**src/rtl/epp_bram_pkg.sv**
```systemverilog
// epp_bram_pkg: shared region codes, register bit positions and FSM states for the EPP BRAM bridge
package epp_bram_pkg;

    typedef enum logic [1:0] {
        REG_DATA   = 2'b00,
        REG_ADDR   = 2'b01,
        REG_CTRL   = 2'b10,
        REG_STATUS = 2'b11
    } region_t;

    localparam int CTRL_INC  = 0;
    localparam int CTRL_DIR  = 1;
    localparam int CTRL_BANK = 2;
    localparam int STAT_BUSY = 0;
    localparam int STAT_WRAP = 1;

    localparam logic [3:0] CTRL_RST = 4'h1;

    typedef enum logic [2:0] {
        S_IDLE,
        S_ACTIVE,
        S_COMMIT,
        S_SETTLE1,
        S_SETTLE2
    } state_t;

endpackage

```
**src/rtl/epp_bram_bridge_if.sv**
```systemverilog
// epp_bram_bridge_if: EPP host bus and BRAM bank bus seen by the bridge
interface epp_bram_bridge_if #(
    parameter int ADDR_W = 12,
    parameter int NBANKS = 2
);
    logic                  stb_data;
    logic                  ctrl_wr;
    logic [7:0]            epp_in;
    logic [7:0]            epp_addr_in;
    logic [7:0]            epp_out;
    logic [ADDR_W-1:0]     bram_addr;
    logic [7:0]            bram_wdata;
    logic [NBANKS-1:0]     bram_we;
    logic [8*NBANKS-1:0]   bram_rdata;

    modport master (
        output stb_data, ctrl_wr, epp_in, epp_addr_in, bram_rdata,
        input  epp_out, bram_addr, bram_wdata, bram_we
    );

    modport slave (
        input  stb_data, ctrl_wr, epp_in, epp_addr_in, bram_rdata,
        output epp_out, bram_addr, bram_wdata, bram_we
    );
endinterface

```
**src/rtl/epp_strobe_sync.sv**
```systemverilog
// epp_strobe_sync: two-flop synchroniser for the async strobe plus rise/fall detect, idle-high after reset
module epp_strobe_sync (
    input  logic clk,
    input  logic rst,
    input  logic stb,
    output logic rise,
    output logic fall
);
    logic [2:0] sr;

    always_ff @(posedge clk) begin
        if (rst)
            sr <= 3'b111;
        else
            sr <= {sr[1:0], stb};
    end

    assign rise = sr[1] & ~sr[2];
    assign fall = ~sr[1] & sr[2];
endmodule

```
**src/rtl/epp_bram_bridge.sv**
```systemverilog
// epp_bram_bridge: EPP data-strobe bridge to up to four BRAM banks through an auto-adjusting pointer
module epp_bram_bridge
    import epp_bram_pkg::*;
#(
    parameter int ADDR_W = 12,
    parameter int NBANKS = 2
) (
    input logic clk,
    input logic rst,
    epp_bram_bridge_if.slave bus
);
    state_t            state, state_n;
    region_t           region;
    logic              pend, pend_n, wrap, wrap_n, rise, fall, busy, commit, host_wr;
    logic [ADDR_W-1:0] ptr, ptr_n;
    logic [3:0]        ctrl, ctrl_n, we4;
    logic [7:0]        rdata_q;
    logic [15:0]       ptr16, hi16;
    logic [31:0]       rd_pad;

    epp_strobe_sync u_sync (
        .clk  (clk),
        .rst  (rst),
        .stb  (bus.stb_data),
        .rise (rise),
        .fall (fall)
    );

    assign region  = region_t'(bus.epp_addr_in[7:6]);
    assign busy    = state inside {S_COMMIT, S_SETTLE1, S_SETTLE2};
    assign commit  = state == S_COMMIT;
    assign host_wr = commit && !bus.ctrl_wr;
    assign ptr16   = 16'(ptr);
    assign hi16    = {bus.epp_in, ptr16[7:0]};
    // Zero-padding to four banks makes out-of-range bank indices read 0 and write nothing.
    assign rd_pad  = 32'(bus.bram_rdata);
    assign we4     = (host_wr && region == REG_DATA && !rst) ? 4'b0001 << ctrl[CTRL_BANK+:2] : 4'b0000;

    always_comb begin
        state_n = state;
        pend_n  = pend | (busy & fall);
        ptr_n   = ptr;
        ctrl_n  = ctrl;
        wrap_n  = wrap;
        case (state)
            S_IDLE:    state_n = fall ? S_ACTIVE : S_IDLE;
            S_ACTIVE:  state_n = rise ? S_COMMIT : S_ACTIVE;
            S_COMMIT:  state_n = S_SETTLE1;
            S_SETTLE1: state_n = S_SETTLE2;
            default:   state_n = (pend | fall) ? S_ACTIVE : S_IDLE;
        endcase
        if (state_n == S_ACTIVE && state != S_ACTIVE)
            pend_n = 1'b0;
        if (commit && region == REG_DATA && ctrl[CTRL_INC]) begin
            ptr_n  = ctrl[CTRL_DIR] ? ptr - ADDR_W'(1) : ptr + ADDR_W'(1);
            wrap_n = wrap | (ctrl[CTRL_DIR] ? ~|ptr : &ptr);
        end
        if (host_wr && region == REG_ADDR) begin
            ptr_n  = bus.epp_addr_in[0] ? ADDR_W'(hi16) : {ptr[ADDR_W-1:8], bus.epp_in};
            wrap_n = 1'b0;
        end
        if (host_wr && region == REG_CTRL)
            ctrl_n = bus.epp_in[3:0];
    end

    always_ff @(posedge clk) begin
        if (rst) begin
            state   <= S_IDLE;
            pend    <= 1'b0;
            ptr     <= '0;
            ctrl    <= CTRL_RST;
            wrap    <= 1'b0;
            rdata_q <= 8'h00;
        end else begin
            state   <= state_n;
            pend    <= pend_n;
            ptr     <= ptr_n;
            ctrl    <= ctrl_n;
            wrap    <= wrap_n;
            rdata_q <= rd_pad[{ctrl[CTRL_BANK+:2], 3'b000} +: 8];
        end
    end

    assign bus.bram_addr  = ptr;
    assign bus.bram_wdata = bus.epp_in;
    assign bus.bram_we    = NBANKS'(we4);
    assign bus.epp_out    = region == REG_DATA ? rdata_q :
                            region == REG_ADDR ? (bus.epp_addr_in[0] ? ptr16[15:8] : ptr16[7:0]) :
                            region == REG_CTRL ? {4'h0, ctrl} :
                            (8'(wrap) << STAT_WRAP) | (8'(busy) << STAT_BUSY);
endmodule

```
**src/flat_wrapper.sv**
```systemverilog
// flat-port wrapper written by rule: the top's interface ports become plain ports
module epp_bram_bridge_flat import epp_bram_pkg::*;
#(
    parameter int ADDR_W = 12,
    parameter int NBANKS = 2
)
  (clk, rst, bus_stb_data, bus_ctrl_wr, bus_epp_in, bus_epp_addr_in, bus_bram_rdata, bus_epp_out, bus_bram_addr, bus_bram_wdata, bus_bram_we);
  epp_bram_bridge_if #(.ADDR_W(ADDR_W), .NBANKS(NBANKS)) bus_i ();
  input logic clk;
  input logic rst;
  input wire logic [$bits(bus_i.stb_data)-1:0] bus_stb_data;
  input wire logic [$bits(bus_i.ctrl_wr)-1:0] bus_ctrl_wr;
  input wire logic [$bits(bus_i.epp_in)-1:0] bus_epp_in;
  input wire logic [$bits(bus_i.epp_addr_in)-1:0] bus_epp_addr_in;
  input wire logic [$bits(bus_i.bram_rdata)-1:0] bus_bram_rdata;
  output wire logic [$bits(bus_i.epp_out)-1:0] bus_epp_out;
  output wire logic [$bits(bus_i.bram_addr)-1:0] bus_bram_addr;
  output wire logic [$bits(bus_i.bram_wdata)-1:0] bus_bram_wdata;
  output wire logic [$bits(bus_i.bram_we)-1:0] bus_bram_we;
  assign bus_i.stb_data = bus_stb_data;
  assign bus_i.ctrl_wr = bus_ctrl_wr;
  assign bus_i.epp_in = bus_epp_in;
  assign bus_i.epp_addr_in = bus_epp_addr_in;
  assign bus_i.bram_rdata = bus_bram_rdata;
  assign bus_epp_out = bus_i.epp_out;
  assign bus_bram_addr = bus_i.bram_addr;
  assign bus_bram_wdata = bus_i.bram_wdata;
  assign bus_bram_we = bus_i.bram_we;
  epp_bram_bridge #(.ADDR_W(ADDR_W), .NBANKS(NBANKS)) u_core (.clk(clk), .rst(rst), .bus(bus_i));
endmodule
```
**config.mk**
```make
export PLATFORM = sky130hd
export DESIGN_NAME = epp_bram_bridge_flat
export DESIGN_NICKNAME = d
export VERILOG_FILES = /design/src/rtl/epp_bram_pkg.sv /design/src/rtl/epp_bram_bridge_if.sv /design/src/rtl/epp_strobe_sync.sv /design/src/rtl/epp_bram_bridge.sv /design/src/flat_wrapper.sv
export SDC_FILE = /design/constraint.sdc
export NUM_CORES = 1
export LEC_CHECK = 0
export ABC_AREA = 1
export BUFFER_PORTS_ARGS = -buffer_cell sky130_fd_sc_hd__buf_4
export CAP_MARGIN = 10
export CORE_UTILIZATION = 49
export DETAILED_ROUTE_END_ITERATION = 10
export GPL_TIMING_DRIVEN = 0
export PLACE_DENSITY = 0.86
export SYNTH_ARGS = -nofsm -noshare
export SYNTH_HDL_FRONTEND = slang
export SYNTH_SLANG_ARGS = --single-unit
```
**constraint.sdc**
```tcl
create_clock -name clk -period 4.5 [get_ports clk]
set_clock_uncertainty 0.05 [all_clocks]
set_input_delay 0.675 -clock clk [delete_from_list [all_inputs] [get_ports clk]]
set_output_delay 0.675 -clock clk [all_outputs]
set_load 0.01 [all_outputs]
```
==> impl_metrics.ini, run 1 <==
[sta]
slew_viol_final = 0
fmax_ghz = 0.358
period_share_pct = 62.0
slew_headroom_pct = 58.3
rsz0062_at_grt = no
setup_viol = 0
setup_tns_ps = 0
hold_slack_ps = 358
worstMarginPinSlew_ps = 624
period_needed_ps = 2790
hold_viol = 0
setup_ws_ps = 1710

[final_layout]
syn_to_final_growth_pct = 27.3
num_antenna_cells = 0
final_cell_area_um2 = 2870
layout-drive-gt1-share_pct = 23.3
nets = 453

[clock_network]
cts-buffers-inserted = 5
htreeDepth = 2
cts_setup_buffers = 0
cts_sinks = 32
clk_pin_slew_ps = 60
holdBufCountCts = 0
clockRootBuffer = clkbuf_8
clk_path_buf_depth = 2
tritoncts = yes
cts_resized = 0
clk_latency_ps = 290

[setup_path]
r2r-end = u_core.bus.bram_addr[8]$_SDFFE_PP0P_
required_ps = 3770
crit_arrival_ps = 2060
path_max_fanout = 8
rr_worst_depth = 10
r2r_setup_slack_ps = 2230
path_class = input pin to output pin
critPathCaptureType = output pin
r2r-start = u_core.ctrl[1]$_SDFFE_PP0P_
start_kind = input pin

[routing]
wl_mm = 6.37
num_vias = 2519
wl_per_cell_um = 13.9
drc = 0
avgViaCountPerCell = 5.49
drt_iter0_markers = 171
dr.pass1.iters = 5
ant_nets = 0

[hold_path]
min_to = u_core.u_sync.sr[1]$_SDFF_PP1_
holdCritPathClass = flop to flop
holdPathStages = 1
hp-start = u_core.u_sync.sr[0]$_SDFF_PP1_

[placement]
dpl_cell_area_um2 = 2760
gp_congestion = 0.941
dp_hpwl_mm = 4.83
portBuffers = 59
place_ws_ps = 1790

[synth]
synthArstFlopShare_pct = 0
synth_warnings = 0
yosysTopAreaCellShare_pct = 28.5
synthTopCellsByArea = dfxtp_1, nand2_1, inv_1
yosys.area_share.simple_pct = 33.7
synth_flop_cell = dfxtp_1
synth_top_family_by_area = simple AND/OR/NAND/NOR gates
synth-edff-count = 0
syn_nets = 387
yosysTopAreaCell = dfxtp_1
yosys.cell_count.top_type = nand2_1
synthAdderAreaFrac_pct = 6.45
synth_cell_types = 36
synth_xor_area_share_pct = 0.778
synth_compound_area_share_pct = 19.0
seq_area_frac_synth_pct = 28.5
synthTopCellsByCount = nand2_1, inv_1, nor2_1, dfxtp_1, o21ai_0
muxShareOfSynthArea_pct = 0
ys_ff_latch = 32
netlist_area_um2 = 2250
netlist_instances = 340
synth.avg_cell_area_um2 = 6.62

[die]
die_h_um = 69.8
core-area_um2 = 4380
start_util_pct = 51.3
die_w_um = 69.8
fp-row-count = 24
io_pins = 66
die_area_um2 = 4870

[pwr]
vdd_drop_max_v = 0.000215
power.density_nw_per_um2 = 223
p_leak_uw = 0.00146

[grt]
grt_use_met3_pct = 5.09
grtUsageMet2_pct = 48.0
use_met1_pct = 34.1
antenna_found_initial = 0
grt_pass1_wl_mm = 10.8
grt_use_total_pct = 27.8
grt_pass1_vias = 2374
grt_overflow = 0
top_usage_layer = met2
grt_max_degree = 14

[job]
maxCapViolations = 0

[outcome]
status = finished, final reports clean
## worst max path at each step
| stage | cells past startpoint | end | slack [ps] | from |
|---|---|---|---|---|
| after floorplan | 3 | bus_bram_we[0] | 2150 | bus_epp_addr_in[7] |
| after global placement | 5 | bus_bram_we[1] | 1840 | bus_epp_addr_in[7] |
| after detailed placement | 5 | bus_bram_we[1] | 1790 | bus_epp_addr_in[7] |
| after CTS | 5 | bus_bram_we[1] | 1710 | bus_epp_addr_in[7] |
| after global routing | 5 | bus_bram_we[1] | 1590 | bus_epp_addr_in[7] |
| final | 5 | bus_bram_we[1] | 1710 | bus_epp_addr_in[7] |
## state kept, by name, indices dropped and copies added, names as in the netlist
name	count
u_core.bus.bram_addr	12
u_core.ctrl	4
u_core.pend	1
u_core.rdata_q	8
u_core.state	3
u_core.u_sync.sr	3
u_core.wrap	1
## kinds of logic after synthesis
kind of cell             after synthesis
flip-flops                            32
AND/OR/NAND/NOR                      164
adder cells (fa/ha/maj)               11
AO/OA/AOI/OAI                         72
XOR/XNOR                               2
buffers and inverters                 59
## power breakdown
| group | internal, uW | switching [uW] |
|---|---|---|
| logic | 39.7 | 35.7 |
| clock network | 164 | 107 |
| registers | 289 | 2.88 |
| total | 493 | 146 |
## metrics by stage
stage | utilization (%) | cells | total power (uW)
4_1_cts | 65.4 | 459 | 640
5_1_grt | 65.4 | 459 | 663
6_report | 65.4 | 459 | 639
3_3_place_gp | 62.9 | 451 | 371
3_5_place_dp | 62.9 | 451 | 373
2_1_floorplan | - | 340 | 332
## per-layer routing
metal / up-vias / share of wire (%)
met5: - / 0
met4: 0 / 2.1
met3: 13 / 6.2
met2: 111 / 48
met1: 1131 / 44
li1: 1264 / -
## layout make-up
type | count | area (um^2)
sequential | 32 | 641
inverter | 45 | 169
buffer | 14 | 91.3
clock inverter | 2 | 35.0
tap | 52 | 65.1
timing repair buffer | 59 | 443
fill | 400 | 1520
clock buffer | 6 | 72.6
multi-input combinational | 249 | 1350
## worst max-delay path, cell delays in order
cell and delay, ps:
buf_4 120, nor2_1 440, inv_1 220, nor4_1 420, buf_4 190
## placed cells by master (no fill, tap or decap), types with 2 or more instances in the layout
| cell type | netlist | final |
|---|---|---|
| a21oi_1 | 18 | 18 |
| a22oi_1 | 8 | 8 |
| a31oi_1 | 4 | 4 |
| a32o_1 | 4 | 4 |
| buf_4 | 8 | 67 |
| clkbuf_1 | 4 | 5 |
| clkbuf_8 | 0 | 5 |
| dfxtp_1 | 32 | 32 |
| ha_1 | 10 | 10 |
| inv_1 | 42 | 42 |
| inv_2 | 2 | 2 |
| nand2_1 | 66 | 66 |
| nand2_2 | 2 | 2 |
| nand2_4 | 3 | 3 |
| nand3_1 | 25 | 25 |
| nand3b_1 | 4 | 4 |
| nand4_1 | 6 | 6 |
| nor2_1 | 37 | 37 |
| nor2_4 | 2 | 2 |
| nor3_1 | 9 | 9 |
| nor4_1 | 2 | 2 |
| o211ai_1 | 3 | 3 |
| o21ai_0 | 29 | 29 |
| o21ai_1 | 2 | 2 |
| or2_2 | 6 | 6 |
No activity file was read; power rests on OpenSTA's default activity.
==> run 2: changes to the inputs <==
--- a/config.mk
+++ b/config.mk
@@ -5,13 +5,13 @@
 export SDC_FILE = /design/constraint.sdc
 export NUM_CORES = 1
 export LEC_CHECK = 0
-export ABC_AREA = 1
+export ABC_AREA = 0
 export BUFFER_PORTS_ARGS = -buffer_cell sky130_fd_sc_hd__buf_4
 export CAP_MARGIN = 10
-export CORE_UTILIZATION = 49
+export CORE_UTILIZATION = 47
 export DETAILED_ROUTE_END_ITERATION = 10
 export GPL_TIMING_DRIVEN = 0
-export PLACE_DENSITY = 0.86
+export PLACE_DENSITY = 0.87
 export SYNTH_ARGS = -nofsm -noshare
 export SYNTH_HDL_FRONTEND = slang
 export SYNTH_SLANG_ARGS = --single-unit
==> constraint.sdc (replaced) <==
create_clock -name clk -period 2.41 [get_ports clk]
set_clock_uncertainty 0.05 [all_clocks]
set_input_delay 0.3615 -clock clk [delete_from_list [all_inputs] [get_ports clk]]
set_output_delay 0.3615 -clock clk [all_outputs]
set_load 0.01 [all_outputs]
==> impl_metrics.ini, run 2 <==
[final_layout]
post-route-util_pct = 63.7
nets = 383
final_cell_area_um2 = 2830
final_cell_mix = buf_4, dfxtp_1, nor2_1
largest_register_ffs = 12
layout-drive-gt1-share_pct = 27.9
num_antenna_cells = 0
final_common_cell = buf_4
n_fill_cell = 398
syn_to_final_growth_pct = 27.8
final_cells = 389

[setup_path]
crit_arrival_ps = 1820
cp_slowest_stage_delay_ps = 580
start_kind = flop
path_max_fanout = 9
crit_path_cell_trace = buf_6, nor4b_4, nor2b_1, and3_1, buf_4
path_class = flop to output pin
critPathCaptureType = output pin
required_ps = 2000
slowest_stage = nor4b_4

[job]
maxCapViolations = 0

[synth]
netlist_instances = 271
yosysTopAreaCell = dfxtp_1
netlist_area_um2 = 2220
synth_warnings = 0
synthArstFlopShare_pct = 0
synth-edff-count = 0
seq_area_frac_synth_pct = 28.9
synth_flop_cell = dfxtp_1
synthTopCellsByCount = dfxtp_1, nor2_1, a21oi_1, nand2_1, o21ai_0
yosys.cell_count.top_type = dfxtp_1
syn_nets = 318
synthTopCellsByArea = dfxtp_1, mux2i_1, a21oi_1
synth_cell_types = 51
ys_ff_latch = 32
yosysTopAreaCellShare_pct = 28.9
synth.avg_cell_area_um2 = 8.18

[sta]
setup_viol = 0
period_needed_ps = 2240
fmax_ghz = 0.447
slew_headroom_pct = 58.6
hold_viol = 0
hold_slack_ps = 208
setup_tns_ps = 0
worstMarginPinSlew_ps = 618
slew_viol_final = 0
period_share_pct = 92.8
rsz0062_at_grt = no

[routing]
num_vias = 2320
drc = 8
wl_per_cell_um = 16.2
wl_mm = 6.29
drt_iter0_markers = 226
avgViaCountPerCell = 5.96
ant_nets = 0
dr.pass1.iters = 8

[pwr]
power.density_nw_per_um2 = 426
p_seq_share_pct = 45.1
swShare_pct = 23.8
p_leak_uw = 0.00120
vdd_drop_max_v = 0.000290
p_switching_uw = 287
p_int_uw = 920
pwr-share-clk_pct = 43.3
p_comb_share_pct = 11.6

[die]
fp-row-count = 24
die_area_um2 = 4990
die_h_um = 70.7
start_util_pct = 49.9
io_pins = 66
core-area_um2 = 4440
die_w_um = 70.7

[grt]
grt_pass1_vias = 2113
use_met1_pct = 33.1
antenna_found_initial = 0
grt_max_degree = 15
top_usage_layer = met2
grtUsageMet2_pct = 42.9
grt_overflow = 0
grt_pass1_wl_mm = 10.1
grt_use_total_pct = 25.9
grt_use_met3_pct = 5.41

[clock_network]
clk_pin_slew_ps = 70
cts-buffers-inserted = 5
clockRootBuffer = clkbuf_8
cts_setup_buffers = 0
clk_path_buf_depth = 2
htreeDepth = 2
tritoncts = yes
holdBufCountCts = 0
clk_latency_ps = 300
cts_sinks = 32

[outcome]
status = complete, but fails checks
failed_checks = DRC

[placement]
dpl_cell_area_um2 = 2720
dp_hpwl_mm = 4.60
gp_congestion = 0.913
placed_cells = 381
portBuffers = 58

[hold_path]
holdCritPathClass = input pin to flop
[run 2: cell families (layout without fill, tap and decap cells)]
logic type	Yosys count	in the layout	synth area share [%]
flops	32	32	28.9
compound gates	66	66	18.1
mux	18	18	9.32
simple gates	113	113	28.6
buf+inv	26	92	6.55
fa+ha+maj	11	11	6.55
xor+xnor	5	5	1.98
[run 2: layer usage]
| layer | share of wire (%) | vias to the layer above | wire length, um |
|---|---|---|---|
| li1 | - | 1106 | - |
| met1 | 41 | 1066 | 2580 |
| met2 | 48 | 130 | 2990 |
| met3 | 9.1 | 18 | 570 |
| met4 | 2.3 | 0 | 145 |
| met5 | 0 | - | 0 |
[run 2: final cells by class]
cell class	instances	area, um^2	share of cell area, %
timing repair buffer	58	435	15.4
buffer	21	126	4.46
clock inverter	2	35.0	1.24
tap	52	65.1	2.30
clock buffer	6	72.6	2.56
multi-input combinational	213	1430	50.6
inverter	5	18.8	0.663
sequential	32	646	22.8
[run 2: worst paths after layout]
path | cells past startpoint | start | endpoint | slack (ps)
setup / recovery | 5 | u_core.state[2]$_SDFF_PP0_ | bus_bram_we[1] | 170
hold / removal | 2 | bus_stb_data | u_core.u_sync.sr[0]$_SDFF_PP1_ | 210
setup reg to reg | 7 | u_core.state[2]$_SDFF_PP0_ | u_core.bus.bram_addr[7]$_SDFFE_PP0P_ | 200
hold reg to reg | 1 | u_core.u_sync.sr[0]$_SDFF_PP1_ | u_core.u_sync.sr[1]$_SDFF_PP1_ | 390
[run 2: worst max-delay path: cells and delay by family, from the launching register on]
| kind | cells | cell delay (ps) |
|---|---|---|
| DFF | 1 | 310 |
| buffers and inverters | 2 | 250 |
| and+or+nand+nor | 3 | 970 |
[run 2: what timing repair did]
item                                   in CTS  in global routing
setup endpoints to repair                   3                  3
endpoints found under the hold margin       0                  0
gates resized for setup                     1                  3
cloned                                      0                  0
[run 2: through the flow]
step / setup WS, ps / total power, uW
global placement: -54.7 / 691
finish: 174 / 1210
detailed placement: -93.4 / 696
CTS: 93.6 / 1210
floorplan: 289 / 621
global route: 53.4 / 1240
[run 2: power by group through the flow]
stage	Clock (uW)	Combinational, uW	Sequential [uW]
CTS	522	139	545
floorplan	0	65.6	555
global placement	0	135	556
detailed placement	0	138	557
finish	523	140	544
global route	548	150	545
